**src/rtl/instr_issue.sv**
```systemverilog
// Instruction issue buffer: circular FIFO between fetch and decode, with an
// optional branch stall/flush controller enabled by ISSUE_BRANCH_STALL_EN.
module instr_issue #(
  parameter int          DEPTH     = 4,
  parameter logic [5:0]  BRANCH_OP = 6'b000100,
  localparam int         AW        = $clog2(DEPTH),
  localparam int         CW        = AW + 1
) (
  input  logic          clk,
  input  logic          rst_n,
  input  logic          in_valid,
  output logic          in_ready,
  input  logic [31:0]   in_instr,
  output logic          out_valid,
  input  logic          out_ready,
  output logic [5:0]    out_opcode,
  output logic [31:0]   out_instr,
  input  logic          br_resolve,
  input  logic          br_flush,
  output logic [CW-1:0] count,
  output logic          dbg_wait_br_o
);

  // Handshake: a transfer happens on a port in any cycle where its valid and
  // ready are both high at the rising edge; valid never depends on ready.

`ifdef ISSUE_BRANCH_STALL_EN
  localparam bit STALL_EN = 1'b1;
`else
  localparam bit STALL_EN = 1'b0;
`endif

  typedef enum logic {
    ISSUE   = 1'b0,
    WAIT_BR = 1'b1
  } state_e;

  state_e         state_q, state_d;
  logic [AW-1:0]  wr_ptr_q, wr_ptr_d;
  logic [AW-1:0]  rd_ptr_q, rd_ptr_d;
  logic [CW-1:0]  count_q, count_d;
  logic [31:0]    mem_q [DEPTH];

  logic push, pop;
  logic flush_req;
  logic flush_clr;
  logic resolve;

  // A taken-branch flush blocks fetch immediately; it only clears the queue
  // while a branch is actually outstanding.
  assign flush_req = STALL_EN && br_resolve && br_flush;
  assign resolve   = STALL_EN && br_resolve;
  assign flush_clr = flush_req && (state_q == WAIT_BR);

  assign in_ready  = (count_q < CW'(DEPTH)) && !flush_req;
  assign out_valid = (count_q != '0) && (state_q == ISSUE);
  assign push      = in_valid && in_ready;
  assign pop       = out_valid && out_ready;

  assign out_instr     = mem_q[rd_ptr_q];
  assign out_opcode    = out_instr[31:26];
  assign count         = count_q;
  assign dbg_wait_br_o = (state_q == WAIT_BR);

  always_comb begin
    state_d = state_q;
    case (state_q)
      ISSUE: begin
        if (STALL_EN && pop && (out_opcode == BRANCH_OP)) state_d = WAIT_BR;
      end
      WAIT_BR: begin
        if (resolve) state_d = ISSUE;
      end
      default: state_d = ISSUE;
    endcase
  end

  always_comb begin
    wr_ptr_d = wr_ptr_q;
    rd_ptr_d = rd_ptr_q;
    count_d  = count_q;
    if (flush_clr) begin
      wr_ptr_d = '0;
      rd_ptr_d = '0;
      count_d  = '0;
    end else begin
      if (push) wr_ptr_d = wr_ptr_q + AW'(1);
      if (pop)  rd_ptr_d = rd_ptr_q + AW'(1);
      count_d = count_q + CW'(push) - CW'(pop);
    end
  end

  always_ff @(posedge clk) begin
    if (!rst_n) begin
      state_q  <= ISSUE;
      wr_ptr_q <= '0;
      rd_ptr_q <= '0;
      count_q  <= '0;
    end else begin
      state_q  <= state_d;
      wr_ptr_q <= wr_ptr_d;
      rd_ptr_q <= rd_ptr_d;
      count_q  <= count_d;
    end
  end

  // Storage is not reset; occupancy alone decides what is valid.
  always_ff @(posedge clk) begin
    if (push) mem_q[wr_ptr_q] <= in_instr;
  end

endmodule
```
**config.mk**
```make
export PLATFORM = sky130hd
export DESIGN_NAME = instr_issue
export DESIGN_NICKNAME = d
export VERILOG_FILES = /design/src/rtl/instr_issue.sv
export SDC_FILE = /design/constraint.sdc
export NUM_CORES = 1
export LEC_CHECK = 0
export BUFFER_PORTS_ARGS = -buffer_cell sky130_fd_sc_hd__buf_2
export CORE_MARGIN = 3
export CORE_UTILIZATION = 50
export CTS_CLUSTER_DIAMETER = 200
export DETAILED_ROUTE_END_ITERATION = 10
export GPL_TIMING_DRIVEN = 0
export PLACE_DENSITY = 0.72
export SLEW_MARGIN = 30
export SYNTH_ARGS = -nofsm -noshare
export SYNTH_HDL_FRONTEND = slang
export SYNTH_SLANG_ARGS = --single-unit
```
**constraint.sdc**
```tcl
create_clock -name clk -period 2.3 [get_ports clk]
set_input_delay 0.115 -clock clk [delete_from_list [all_inputs] [get_ports clk]]
set_output_delay 0.115 -clock clk [all_outputs]
set_load 0.03 [all_outputs]
```
==> flow_metrics.env, run 1 <==
export IMPL_synth_ff_type="edfxtp_1"
export IMPL_synthAdderAreaFrac_pct=1.84
export IMPL_post_cts_buffers=0
export IMPL_synthXorXnorAreaFrac_pct=0.846
export IMPL_setup_violations=0
export IMPL_multi_input_area_sq_um=998
export IMPL_drtIter0Drc=130
export IMPL_fin_crit_ns=2.15
export IMPL_dp_hpwl_um=5320
export IMPL_end_kind="flip-flop"
export IMPL_crit_arrival_ns=2.55
export IMPL_clock_latency_ns=0.50
export IMPL_yosys_area_top_type_share_pct=74.2
export IMPL_yosysUniqueCellTypes=20
export IMPL_die_area_sq_um=11600
export IMPL_grt_max_degree=22
export IMPL_ff_latch_area_sq_um=4020
export IMPL_synthTopCellsByArea="edfxtp_1 (74%), mux4_2 (13%), dfxtp_1 (3.5%)"
export IMPL_start_util_pct=52.3
export IMPL_slew_violations=0
export IMPL_io_buffers=78
export IMPL_antenna_cells=0
export IMPL_place_worst_setup_slack_ns=0.0884
export IMPL_grt_pass1_vias=2703
export IMPL_fin_ws_ns=0.146
export IMPL_fp_row_count=36
export IMPL_grt_pass1_wl_um=13800
export IMPL_ys_warn_count=0
export IMPL_finalHoldViolCount=0
export IMPL_cts_htree_levels=4
export IMPL_rsz0062_at_grt="false"
export IMPL_die_x_um=108
export IMPL_vias=2497
export IMPL_layout_nets=400
export IMPL_first_pass_iters=4
export IMPL_required_ns=2.70
export IMPL_viasPerCell=4.98
export IMPL_die_h_um=108
export IMPL_gp_congestion=0.699
export IMPL_startpoint_type="flip-flop"
export IMPL_grt_usage_pct=16.4
export IMPL_critPathKind="flip-flop to flip-flop"
export IMPL_synthCells=221
export IMPL_fmax_mhz=464
export IMPL_worst_pin_slew_ns=0.531
export IMPL_synth_compound_area_share_pct=0.338
export IMPL_final_layout_size_suffix_gt1_share_pct=43.8
export IMPL_synthSimpleGateAreaFrac_pct=1.69
export IMPL_max_cap_violations=0
export IMPL_cts_tree="built"
export IMPL_synth_top_area_cell="edfxtp_1"
export IMPL_synth_seq_cells=137
export IMPL_ys_seq_area_share_pct=77.7
export IMPL_synthArstFlopShare_pct=0
export IMPL_utilization_pct=68.2
export IMPL_coreArea_sq_um=9910
export IMPL_numCtsBuffers=17
export IMPL_hold_path_class="input pin to flip-flop"
export IMPL_synth_nets=266
export IMPL_ant_nets=0
export IMPL_skew_ns=0.0115
export IMPL_ir_worst_vdd_v=0.000720
export IMPL_muxShareOfSynthArea_pct=14.3
export IMPL_drc=0
export IMPL_path_clk_slew_ns=0.06
export IMPL_p_leak_nw=2.42
export IMPL_crit_fanout=6
export IMPL_syn_to_final_growth_pct=30.5
export IMPL_cts_root_buf="clkbuf_8"
export IMPL_powerDensity_nw_per_um2=1190
export IMPL_postSynthAreaPerCell_sq_um=23.4
export IMPL_wire_per_inst_um=17.0
export IMPL_max_slew_margin_pct=64.6
export IMPL_fin_crit_sh_pct=93.6
export IMPL_num_io_pins=82
export IMPL_synth_edf_count=128
export IMPL_synth_area_sq_um=5180
export IMPL_yosysMostFrequentCell="edfxtp_1"
export IMPL_cts_sinks=137
export IMPL_synth_top_family_by_area="multiplexers"
export IMPL_synth_common_cells="edfxtp_1 (128), mux4_2 (30), and2_1 (9), dfxtp_1 (9)"
export IMPL_n_fill_cell=674
export IMPL_status="complete, no violations"
export IMPL_grt_overflow_total=0
export IMPL_cts_max_path_buffers=2
export IMPL_drt_wl_total_um=8520
export IMPL_finalPower_mw=8.05
export IMPL_antenna_found_initial=0
==> flip-flops by register name (all words and copies together) (netlist names), named ones only <==
register,count
count,3
mem_q,128
rd_ptr_q,2
wr_ptr_q,2
==> cells by family (layout without fill, tap and decap cells) <==
family / count (synthesis) / after routing
buffers and inverters: 22 / 169
other: 1 / 1
multiplexers: 33 / 33
XOR/XNOR: 5 / 5
AO/OA/AOI/OAI: 2 / 2
flip-flops: 137 / 137
AND/OR/NAND/NOR: 14 / 14
adder cells (fa/ha/maj): 7 / 7
==> power by group <==
group	switching [mW]	internal [mW]	total, mW	leakage [nW]
Combinational	1.36	0.998	2.36	0.896
Sequential	0.0849	3.02	3.10	1.24
Clock	0.954	1.63	2.58	0.280
==> repair_timing <==
action                     4_1_cts  5_1_grt
gates resized for setup          0        4
hold endpoints to repair       137        0
setup endpoints to repair        0        1
hold buffers                    33        0
==> stage by stage <==
step	TNS, ns	area (sq um)	cells	hold WS [ns]
after floorplan	0	5180	221	0.214
after global placement	-27.75	5740	432	0.327
after detailed placement	0	5840	436	0.332
after CTS	0	6750	501	0.0649
after global routing	0	6760	501	0.0900
final	0	6760	501	0.0826
==> routing by layer <==
| metal | track usage (%) | up-vias | wire, um | part of all wire (%) |
|---|---|---|---|---|
| li1 | - | 1166 | - | - |
| met1 | 20.0 | 1258 | 3570 | 42 |
| met2 | 27.3 | 69 | 4480 | 53 |
| met3 | 6.36 | 4 | 430 | 5.0 |
| met4 | 5.14 | 0 | 42 | 0.49 |
| met5 | 0 | - | 0 | 0 |
==> final timing paths <==
kind / depth (start not counted) / end / startpoint / slack, ns
min reg2reg: 2 / wr_ptr_q[1] / wr_ptr_q[1] / 0.56
max: 8 / count[2] / count[1] / 0.15
max reg2reg: 8 / count[2] / count[1] / 0.15
min: 4 / rd_ptr_q[1] / out_ready / 0.08
==> cell type report <==
| class | instances | area share (%) |
|---|---|---|
| inverter | 7 | 0.389 |
| tap | 133 | 2.46 |
| buffer | 15 | 2.17 |
| multi-input combinational | 62 | 14.8 |
| clock inverter | 15 | 2.35 |
| sequential | 137 | 59.5 |
| clock buffer | 17 | 6.13 |
| timing repair buffer | 115 | 12.2 |
==> worst max-delay path, cell delays in order, from the launching register on <==
cell and delay, ns:
dfxtp_1 0.37, o31a_1 0.33, ha_1 0.28, inv_1 0.04, ha_1 0.18, fa_1 0.40, xnor2_2 0.15, xnor2_1 0.13
and2_1 0.15
==> cell usage in the layout, fill, tap and decap left out <==
cell type and instances:
clkbuf_16 16, nor2b_1 4, xnor2_1 4, ha_1 6
buf_16 3, o31a_1 1, fa_1 1, buf_6 1
clkbuf_8 1, dfxtp_1 9, mux4_2 30, dlygate4sd3_1 33
clkinv_1 3, clkinv_2 5, inv_1 7, buf_2 81
and2_1 5, o311ai_1 1, buf_4 8, and2_2 4
edfxtp_1 128, xnor2_2 1, mux4_1 2, conb_1 1
mux2i_1 1, clkinvlp_4 2, or3_1 1, clkinv_4 2
bufinv_16 3, buf_12 4
(Power assumes the default switching activity.)
==> run 2: changes to the inputs <==
CORE_ASPECT_RATIO = 0.7   (was unset)
==> run 2 against run 1 <==
Compared with the run above:
- hold slack improved by 0.091 ns
- first-iteration DRC count fell by 10%
- final area fell by 1.4%
- total power fell by 3.1%
- largest power group unchanged
- clock-buffer cell count rose by 3
- register-to-register slack improved by 0.03 ns
- clock skew fell by 0.0041 ns
- maximum frequency rose by 1.3%
- critical path depth rose by 2
- clock power fell by 10%
- sequential share of layout area rose by 0.85 points
- sequential power barely moved
==> flow_metrics.env, run 2 (synthesis results as in run 1) <==
export IMPL_slew_violations=0
export IMPL_first_pass_iters=4
export IMPL_status="complete, no violations"
export IMPL_r2r_end="count[2]"
export IMPL_multi_input_area_sq_um=991
export IMPL_place_worst_setup_slack_ns=0.0621
export IMPL_skew_ns=0.00739
export IMPL_clock_latency_ns=0.41
export IMPL_critPathKind="flip-flop to flip-flop"
export IMPL_ir_worst_vdd_v=0.000674
export IMPL_min_from="out_ready"
export IMPL_die_x_um=128
export IMPL_viasPerCell=5.20
export IMPL_p_int_mw=5.44
export IMPL_wire_per_inst_um=18.6
export IMPL_crit_fanout=7
export IMPL_vias=2551
export IMPL_required_ns=2.60
export IMPL_final_cell_mix="edfxtp_1 (128), buf_2 (81), dlygate4sd3_1 (33)"
export IMPL_utilization_pct=67.5
export IMPL_max_slew_margin_pct=64.0
export IMPL_startpoint="count[2]"
export IMPL_crit_arrival_ns=2.43
export IMPL_final_common_cell="edfxtp_1"
export IMPL_finalSetupTns_ns=0
export IMPL_final_layout_size_suffix_gt1_share_pct=42.1
export IMPL_drtIter0Drc=117
export IMPL_gp_congestion=0.709
export IMPL_hold_path_class="input pin to flip-flop"
export IMPL_fmax_mhz=470
export IMPL_cts_htree_levels=4
export IMPL_cts_max_path_buffers=2
export IMPL_io_buffers=78
export IMPL_fin_crit_ns=2.13
export IMPL_grt_pass1_wl_um=14600
export IMPL_max_cap_violations=0
export IMPL_cts_sinks=137
export IMPL_numCtsBuffers=17
export IMPL_finalHoldViolCount=0
export IMPL_drt_wl_total_um=9150
export IMPL_drc=0
export IMPL_r2r_start="count[2]"
export IMPL_fin_crit_sh_pct=92.4
export IMPL_ff_latch_area_sq_um=4020
export IMPL_syn_to_final_growth_pct=28.7
export IMPL_largest_register="mem_q"
export IMPL_cts_root_buf="clkbuf_16"
export IMPL_sw_frac_of_total_pct=30.2
export IMPL_r2r_slack_ns=0.17
export IMPL_n_fill_cell=664
export IMPL_p_leak_nw=2.38
export IMPL_rsz0062_at_grt="false"
export IMPL_fin_cells=491
export IMPL_path_clk_slew_ns=0.05
export IMPL_grt_usage_pct=17.3
export IMPL_worst_pin_slew_ns=0.540
export IMPL_pwr_share_comb_pct=30.4
export IMPL_ant_nets=0
export IMPL_p_sw_mw=2.36
export IMPL_holdPathStages=4
export IMPL_startpoint_type="flip-flop"
export IMPL_setup_violations=0
export IMPL_coreArea_sq_um=9870
export IMPL_largest_reg_flops=128
export IMPL_die_area_sq_um=11600
export IMPL_layout_nets=400
export IMPL_start_util_pct=52.5
export IMPL_fin_ws_ns=0.174
export IMPL_ff2ff_path_depth=10
export IMPL_grt_overflow_total=0
export IMPL_dp_cells=431
export IMPL_power_share_sequential_pct=39.9
export IMPL_clockPowerShare_pct=29.7
export IMPL_grt_pass1_vias=2736
export IMPL_die_h_um=91.2
export IMPL_antenna_found_initial=0
export IMPL_antenna_cells=0
export IMPL_grt_max_degree=23
export IMPL_powerDensity_nw_per_um2=1170
export IMPL_end_kind="flip-flop"
export IMPL_cts_tree="built"
export IMPL_dp_hpwl_um=5780
export IMPL_fp_row_count=30
export IMPL_num_io_pins=82
## run 2: cell count changes in the layout (fill, tap and decap cells not counted), sizes merged
cell      previous run  this run
buf                 97        96
clkinvlp             2         0
clkbuf              17        21
clkinv              10         6
bufinv               3         1
## run 2: how the worst max path moves through the flow
stage	slack, ns	cells past startpoint	end
after detailed placement	0.06	10	count[2]
after global placement	-0.24	3	mem_q[0][29]
after CTS	0.05	10	count[2]
after floorplan	0.09	10	count[2]
final	0.17	10	count[2]
after global routing	0.02	10	count[2]
## run 2: cell type report
class / instances / area share (%)
Inverter: 7 / 0.394
Clock buffer: 20 / 6.55
Buffer: 15 / 2.16
Tap cell: 128 / 2.40
Multi-Input combinational cell: 62 / 14.9
Sequential cell: 137 / 60.4
Timing Repair Buffer: 115 / 12.4
Clock inverter: 7 / 0.864
## run 2: through the flow
step | area [sq um] | hold slack [ns] | power [mW]
after floorplan | 5180 | 0.214 | 4.87
after global placement | 5730 | 0.329 | 5.42
after detailed placement | 5840 | 0.336 | 5.51
after CTS | 6660 | 0.164 | 7.88
after global routing | 6660 | 0.184 | 8.15
final | 6660 | 0.174 | 7.80
## run 2: repair_timing
item | CTS | global route
hold endpoints to repair | 132 | 0
hold buffers | 33 | 0
endpoints found under the setup margin | 0 | 1
resized for setup | 0 | 2
buffers inserted | 0 | 0
## run 2: power by group through the flow
stage / clock network (mW) / registers, mW / logic (mW)
4_1_cts: 2.37 / 3.11 / 2.40
6_report: 2.32 / 3.11 / 2.37
5_1_grt: 2.48 / 3.13 / 2.53
3_3_place_gp: 0 / 3.16 / 2.27
2_1_floorplan: 0 / 3.17 / 1.70
3_5_place_dp: 0 / 3.16 / 2.35
## run 2: metal layers
| metal | routed length (um) | part of all wire, % | vias to the layer above | GRT usage [%] |
|---|---|---|---|---|
| li1 | - | - | 1169 | - |
| met1 | 3900 | 43 | 1296 | 22.8 |
| met2 | 4590 | 50 | 71 | 26.2 |
| met3 | 496 | 5.4 | 15 | 5.64 |
| met4 | 166 | 1.8 | 0 | 8.39 |
| met5 | 0 | 0 | - | 0 |
## run 2: worst max-delay path, cell delays in order, from the launching register on
cell	delay, ns
dfxtp_1	0.35
nor2b_1	0.13
clkbuf_2	0.19
inv_1	0.06
ha_1	0.27
inv_1	0.04
ha_1	0.18
fa_1	0.39
xnor2_1	0.15
xnor2_1	0.12
and2_1	0.15
==> run 3: changes to the inputs <==
CTS_BUF_LIST = sky130_fd_sc_hd__clkbuf_16   (was unset)
==> run 3 against run 2 <==
Compared with the run above:
- combinational power hardly changed
- clock skew hardly changed
- worst setup slack hardly changed
- final area stayed put
- critical path type unchanged
- hold slack worse by 0.0026 ns
- first-iteration DRC count stayed put
- critical path depth stayed put
- flip-flop and latch count stayed put
- sequential share of layout area stayed put
- routed wire length hardly changed
- die area stayed put
- largest cell class unchanged
- final cell count stayed put
==> flow_metrics.env, run 3 (synthesis results as in run 1) <==
export IMPL_status="complete, no violations"
export IMPL_largest_register="mem_q"
export IMPL_io_buffers=78
export IMPL_crit_arrival_ns=2.43
export IMPL_finalSetupTns_ns=0
export IMPL_placed_cell_area_sq_um=5840
export IMPL_numCtsBuffers=17
export IMPL_end_kind="flip-flop"
export IMPL_first_pass_iters=4
export IMPL_num_io_pins=82
export IMPL_max_slew_margin_pct=64.1
export IMPL_dp_hpwl_um=5780
export IMPL_antenna_found_initial=0
export IMPL_cts_htree_levels=4
export IMPL_crit_fanout=7
export IMPL_cpPeakStageDelay_ns=0.39
export IMPL_final_common_cell="edfxtp_1"
export IMPL_clock_latency_ns=0.41
export IMPL_setup_violations=0
export IMPL_required_ns=2.60
export IMPL_grt_pass1_wl_um=14600
export IMPL_layout_nets=400
export IMPL_cts_sinks=137
export IMPL_die_h_um=91.2
export IMPL_slew_violations=0
export IMPL_fin_crit_ns=2.13
export IMPL_vias=2557
export IMPL_grt_max_degree=23
export IMPL_grt_usage_pct=17.3
export IMPL_fin_crit_sh_pct=92.4
export IMPL_fmax_mhz=470
export IMPL_final_layout_size_suffix_gt1_share_pct=42.1
export IMPL_finalHoldViolCount=0
export IMPL_path_cells="nor2b_1 > clkbuf_2 > inv_1 > ha_1 > inv_1 > ha_1 > fa_1 > xnor2_1 > xnor2_1 > and2_1"
export IMPL_place_worst_setup_slack_ns=0.0621
export IMPL_fin_ws_ns=0.174
export IMPL_hold_path_class="input pin to flip-flop"
export IMPL_drtIter0Drc=117
export IMPL_ant_nets=0
export IMPL_gp_congestion=0.709
export IMPL_critPathKind="flip-flop to flip-flop"
export IMPL_fp_row_count=30
export IMPL_rsz0062_at_grt="false"
export IMPL_ir_worst_vdd_v=0.000674
export IMPL_path_clk_slew_ns=0.05
export IMPL_critPathBufInv=3
export IMPL_largest_reg_flops=128
export IMPL_cts_max_path_buffers=2
export IMPL_grt_overflow_total=0
export IMPL_die_x_um=128
export IMPL_viasPerCell=5.21
export IMPL_drc=0
export IMPL_stdcell_area_sq_um=6660
export IMPL_cp_slowest_cell="fa_1"
export IMPL_worst_pin_slew_ns=0.539
export IMPL_grt_pass1_vias=2736
export IMPL_startpoint_type="flip-flop"
export IMPL_antenna_cells=0
export IMPL_drt_wl_total_um=9140
export IMPL_wire_per_inst_um=18.6
export IMPL_p_leak_nw=2.39
export IMPL_whs_ns=0.171
export IMPL_coreArea_sq_um=9870
export IMPL_cts_root_buf="clkbuf_16"
export IMPL_cts_tree="built"
export IMPL_cp_top_family="adder cells"
export IMPL_start_util_pct=52.5
export IMPL_final_cell_mix="edfxtp_1 (128), buf_2 (81), dlygate4sd3_1 (33)"
export IMPL_skew_ns=0.00765
export IMPL_syn_to_final_growth_pct=28.7
export IMPL_die_area_sq_um=11600
export IMPL_powerDensity_nw_per_um2=1170
export IMPL_max_cap_violations=0
==> run 3: what timing repair did <==
item                                    4_1_cts  5_1_grt
resized for setup                             0        2
endpoints found under the setup margin        0        1
setup buffers                                 0        0
hold buffers                                 33        0
hold endpoints to repair                    132        0
==> run 3: path summary, 6_finish.rpt <==
path | start | slack [ns] | to | depth (start not counted)
max | count[2] | 0.17 | count[2] | 10
min | out_ready | 0.17 | flip-flop | 4
max reg2reg | count[2] | 0.17 | count[2] | 10
min reg2reg | wr_ptr_q[1] | 0.56 | wr_ptr_q[1] | 2
==> run 3: final cells by class <==
type | instances | area (sq um)
inverter | 7 | 26.3
clock inverter | 10 | 68.8
timing repair buffer | 115 | 823
tap | 128 | 160
multi-input combinational | 62 | 991
sequential | 137 | 4020
buffer | 15 | 144
clock buffer | 17 | 425
fill | 664 | 3210
==> run 3: stage by stage <==
step                util [%]  power, mW  std cells
finish                  67.5       7.78        491
global route            67.5       8.14        491
CTS                     67.5       7.87        491
detailed placement      59.1       5.51        431
global placement        58.0       5.42        427
floorplan                  -       4.87        221
==> run 3: routing by layer <==
| metal | wire length [um] | global-route usage (%) | share of wire, % |
|---|---|---|---|
| met1 | 3890 | 22.8 | 43 |
| met2 | 4580 | 26.2 | 50 |
| met3 | 502 | 5.64 | 5.5 |
| met4 | 166 | 8.39 | 1.8 |
| met5 | 0 | 0 | 0 |
==> run 3: tightest hold or removal path: stages <==
cell      delay, ns
buf_2          0.11
o311ai_1       0.09
xnor2_1        0.06
and2_1         0.16
==> run 3: report_power, final <==
group	switching [mW]	internal, mW	total, mW
Combinational	1.38	0.986	2.37
Clock	0.886	1.42	2.31
Sequential	0.0890	3.02	3.11
Total	2.36	5.43	7.78
